$ cat config.mk
export PLATFORM = sky130hd
export DESIGN_NAME = handshake_ctrl_from_data
export DESIGN_NICKNAME = d
export VERILOG_FILES = /design/src/rtl/handshake_ctrl_from_data.sv
export SDC_FILE = /design/constraint.sdc
export NUM_CORES = 1
export LEC_CHECK = 0
export BUFFER_PORTS_ARGS = -buffer_cell sky130_fd_sc_hd__buf_2
export CORE_MARGIN = 2
export CORE_UTILIZATION = 30
export DETAILED_ROUTE_END_ITERATION = 16
export PLACE_DENSITY_LB_ADDON = 0.3
export REMOVE_ABC_BUFFERS = 1
export SLEW_MARGIN = 0
export SYNTH_ARGS = -nofsm -noshare
export SYNTH_HDL_FRONTEND = slang
export SYNTH_SLANG_ARGS = --single-unit
export TNS_END_PERCENT = 5
$ cat constraint.sdc
create_clock -name clk -period 2.17 [get_ports clk]
set_clock_uncertainty 0.2 [all_clocks]
set_input_delay 0.1085 -clock clk [delete_from_list [all_inputs] [get_ports clk]]
set_output_delay 0.1085 -clock clk [all_outputs]
set_load 0.02 [all_outputs]
$ cat src/rtl/handshake_ctrl_from_data.sv
// Elastic data-to-control converter: one dataless control token out per
// accepted data token in, decoupled by an occupancy-counter buffer.
//
// Ports:
//   clk, rst            clock, synchronous active-high reset
//   ins, ins_valid      input data channel
//   ins_ready           input may be accepted (never from outs_ready)
//   outs_valid          control token pending (registered-derived)
//   outs_ready          consumer takes the control token
//   token_count         inputs accepted since reset, wraps
//   mismatch            sticky: an accepted value differed from EXPECTED
//   mismatch_value      first offending input value
//
// Build option: define HANDSHAKE_CTRL_CHECK_EN to build the value checker;
// otherwise mismatch and mismatch_value are tied to zero.

module handshake_ctrl_from_data #(
    parameter int unsigned DATA_WIDTH  = 32,
    parameter int unsigned DEPTH       = 2,
    parameter int unsigned COUNT_WIDTH = 16,
    parameter int unsigned EXPECTED    = 5
) (
    input  logic                   clk,
    input  logic                   rst,
    input  logic [DATA_WIDTH-1:0]  ins,
    input  logic                   ins_valid,
    output logic                   ins_ready,
    output logic                   outs_valid,
    input  logic                   outs_ready,
    output logic [COUNT_WIDTH-1:0] token_count,
    output logic                   mismatch,
    output logic [DATA_WIDTH-1:0]  mismatch_value
);

    localparam int unsigned OCC_W = $clog2(DEPTH + 1);

    localparam logic [OCC_W-1:0] OCC_FULL = OCC_W'(DEPTH);
    localparam logic [OCC_W-1:0] OCC_ONE  = OCC_W'(1);

    // Truncate or zero-extend the reference value to the data width.
    localparam logic [DATA_WIDTH-1:0] EXP_V = DATA_WIDTH'(EXPECTED);

    logic [OCC_W-1:0] occ;
    logic [OCC_W-1:0] occ_nxt;
    logic             acc;
    logic             emt;

    // Ready looks only at local state, so the ready path stays broken.
    assign ins_ready  = !rst && (occ != OCC_FULL);
    assign outs_valid = (occ != '0);

    assign acc = ins_valid & ins_ready;
    assign emt = outs_valid & outs_ready;

    always_comb begin
        occ_nxt = occ;
        unique case (1'b1)
            acc && !emt: occ_nxt = occ + OCC_ONE;
            emt && !acc: occ_nxt = occ - OCC_ONE;
            default:     occ_nxt = occ;
        endcase
    end

    always_ff @(posedge clk) begin
        if (rst) begin
            occ <= '0;
        end else begin
            occ <= occ_nxt;
        end
    end

    always_ff @(posedge clk) begin
        if (rst) begin
            token_count <= '0;
        end else if (acc) begin
            token_count <= token_count + COUNT_WIDTH'(1);
        end
    end

`ifdef HANDSHAKE_CTRL_CHECK_EN

    logic mis_hit;

    // Only the first differing value is captured.
    assign mis_hit = acc && !mismatch && (ins != EXP_V);

    always_ff @(posedge clk) begin
        if (rst) begin
            mismatch       <= 1'b0;
            mismatch_value <= '0;
        end else if (mis_hit) begin
            mismatch       <= 1'b1;
            mismatch_value <= ins;
        end
    end

`else

    assign mismatch       = 1'b0;
    assign mismatch_value = '0;

    // Data is not inspected in this build.
    logic unused_ins;
    assign unused_ins = ^{ins, EXP_V};

`endif

endmodule
==> metrics <==
final hold violations 0; critical path arrival 1.85 ns; Area Overhead vs Synth 7.82%; clk slew on worst S/H paths 0.07 ns; simple-gate portion of the synthesized area 0.257; Die Y 65.1 um; CTS resizes 0; CTS tree done; Top Ports 87; filler-free cell count of the finished design 203; Synth Area in Compound Gates 0.0983; Cells on Worst Hold Path 2; adder-cell share of the synthesized area 0.0223; main combinational cell family by area after synthesis simple AND/OR/NAND/NOR gates; CTS buffer count 3; FF-to-FF path depth 5; CP peak stage delay 0.36 ns; Worst Path Required 2.15 ns; slowest CP cell or3_1; achievable frequency 534 MHz; Final Wtd Congestion 0.656; EDFF count, synth 0; row cnt 22; mux cell area share after synthesis 0; crit path max fanout 4; DRT Pass-1 Iters 4; initial antenna violation count 0; Via density 4.19; Slew Viols, Final 0; setup violators final 0; Root Driver clkbuf_8; total setup buffers inserted after CTS 0; Distinct cells, synth 25; Crit Path Category reg -> reg; syn avg cell area 8.42 um^2; final-stage net count 194; Mapped Cells 133; setup TNS 0 ns; outcome completed; DRT Wirelength 1950 um; H-Tree Depth 1; Primary FF master, synth dfxtp_1; gr ovfl total 0; Seq/Total Area, Yosys 0.322; GRT Total Usage 0.0943; fill count 405; max-cap viol count 0; Die Wd 65.1 um; IR drop worst, VDD 634 uV; Critical Path Start Type flop; CTS Hold Bufs 0; initial DRC count 9; most numerous cell in the Yosys netlist buf_4; Die Footprint 4240 um^2; post-synthesis xor/xnor area fraction 0.0547; leakage dissipation 0.524 nW; Synth top area share 0.322; Synth warnings 0; clock latency at the later pin of the worst-skew pair 0.25 ns; CTS Buffer Depth 2; DRC errors left 0; Initial Utilization 0.308; most frequent cells after synthesis buf_4, dfxtp_1, a21oi_1, o21ai_0, or3_1; Yosys reg bits 18; DP Wirelength 1490 um; Setup crit end kind flop; post-synth top area cell dfxtp_1; crit share post-route 0.863; top cells by area, synth dfxtp_1, buf_4, or3_1; core area 3630 um^2; Async SR Flop Fraction 0; remaining antenna violation count after routing 0; placed cell count 199; largest net degree at the start of global routing 21; post-route minimum period 1.87 ns; Cell Chain, Critical Path or2_2 -> and2_1 -> ha_1 -> or3_1 -> a21oi_1; RSZ-0062 raised after global routing false; fraction of layout cells with a size suffix above 1 0.206; Cell Area, Synth 1120 um^2; diodes inserted 0; worst min path class in -> reg; clk sinks 18; Buffers on Ports 21; Vias 850; vias in the first global route 753; PD cells 732 nW/um^2; per-cell routed wire length 9.59 um; global-route wire length before repair 3160 um
through the flow:
step	hold slack, ns	power, mW	setup slack [ns]	util	cell area [um^2]
4_1_cts	0.0288	0.900	0.290	0.332	1210
2_1_floorplan	-0.0224	0.563	0.267	-	972
3_5_place_dp	0.284	0.620	0.304	0.317	1150
6_report	0.0267	0.884	0.297	0.332	1210
3_3_place_gp	0.273	0.613	0.374	0.317	1150
5_1_grt	0.0332	0.948	0.189	0.332	1210
cell families after synthesis:
group | count (synthesis)
AND/OR/NAND/NOR | 45
buffers and inverters | 38
AO/OA/AOI/OAI | 22
flip-flops | 18
XOR/XNOR | 7
adder cells (fa/ha/maj) | 2
other | 1
worst max-delay path, delay by kind of cell (launching register included):
| kind | cells | cell delay (ns) |
|---|---|---|
| compound gates | 1 | 0.14 |
| flops | 1 | 0.33 |
| fa+ha+maj | 1 | 0.31 |
| simple gates | 3 | 0.82 |
final cells by class:
type                            instances  area, um^2  share of cell area
Clock buffer                            4        55.1              0.0456
Sequential cell                        18         360               0.298
Tap cell                               48        60.1              0.0497
Inverter                                1        3.75             0.00311
Multi-Input combinational cell        109         608               0.504
Timing Repair Buffer                   23         120              0.0995
cells in the final DEF, fill, tap and decap left out:
cell type / instances
a21oi_1: 11
and2_1: 2
and3_2: 1
and4_1: 2
and4_4: 1
buf_2: 21
buf_4: 2
clkbuf_8: 4
conb_1: 33
dfxtp_1: 18
ha_1: 2
inv_1: 1
nand2_1: 6
nand2b_1: 1
nand3_1: 5
nand3b_1: 1
nand4_1: 4
nand4_4: 2
nor2_1: 6
nor2b_1: 2
o21ai_0: 11
or2_2: 1
or3_1: 11
xnor2_1: 2
xor2_1: 5
registers in the layout, indices dropped and copies added, names as in the netlist:
register	count
token_count	16
occ	2
where the power goes:
group	switching (mW)	internal [mW]	total, mW	leakage (nW)
Clock	0.110	0.161	0.271	0.0288
Sequential	0.0233	0.353	0.376	0.146
Combinational	0.155	0.0821	0.237	0.350
metal layers:
metal	global-route usage	up-vias	wire, um
li1	-	436	-
met1	0.108	381	870
met2	0.162	33	927
met3	0.0394	0	148
met4	0.0234	0	0
met5	0	-	0
worst paths after layout:
check	startpoint	end	slack, ns
worst max-delay path	occ[1]	occ[1]	0.30
worst max register to register	occ[1]	occ[1]	0.30
worst min-delay path	rst	token_count[5]	0.03
worst min register to register	token_count[15]	token_count[15]	0.28
Note: power is estimated with default switching activity, not from simulation.
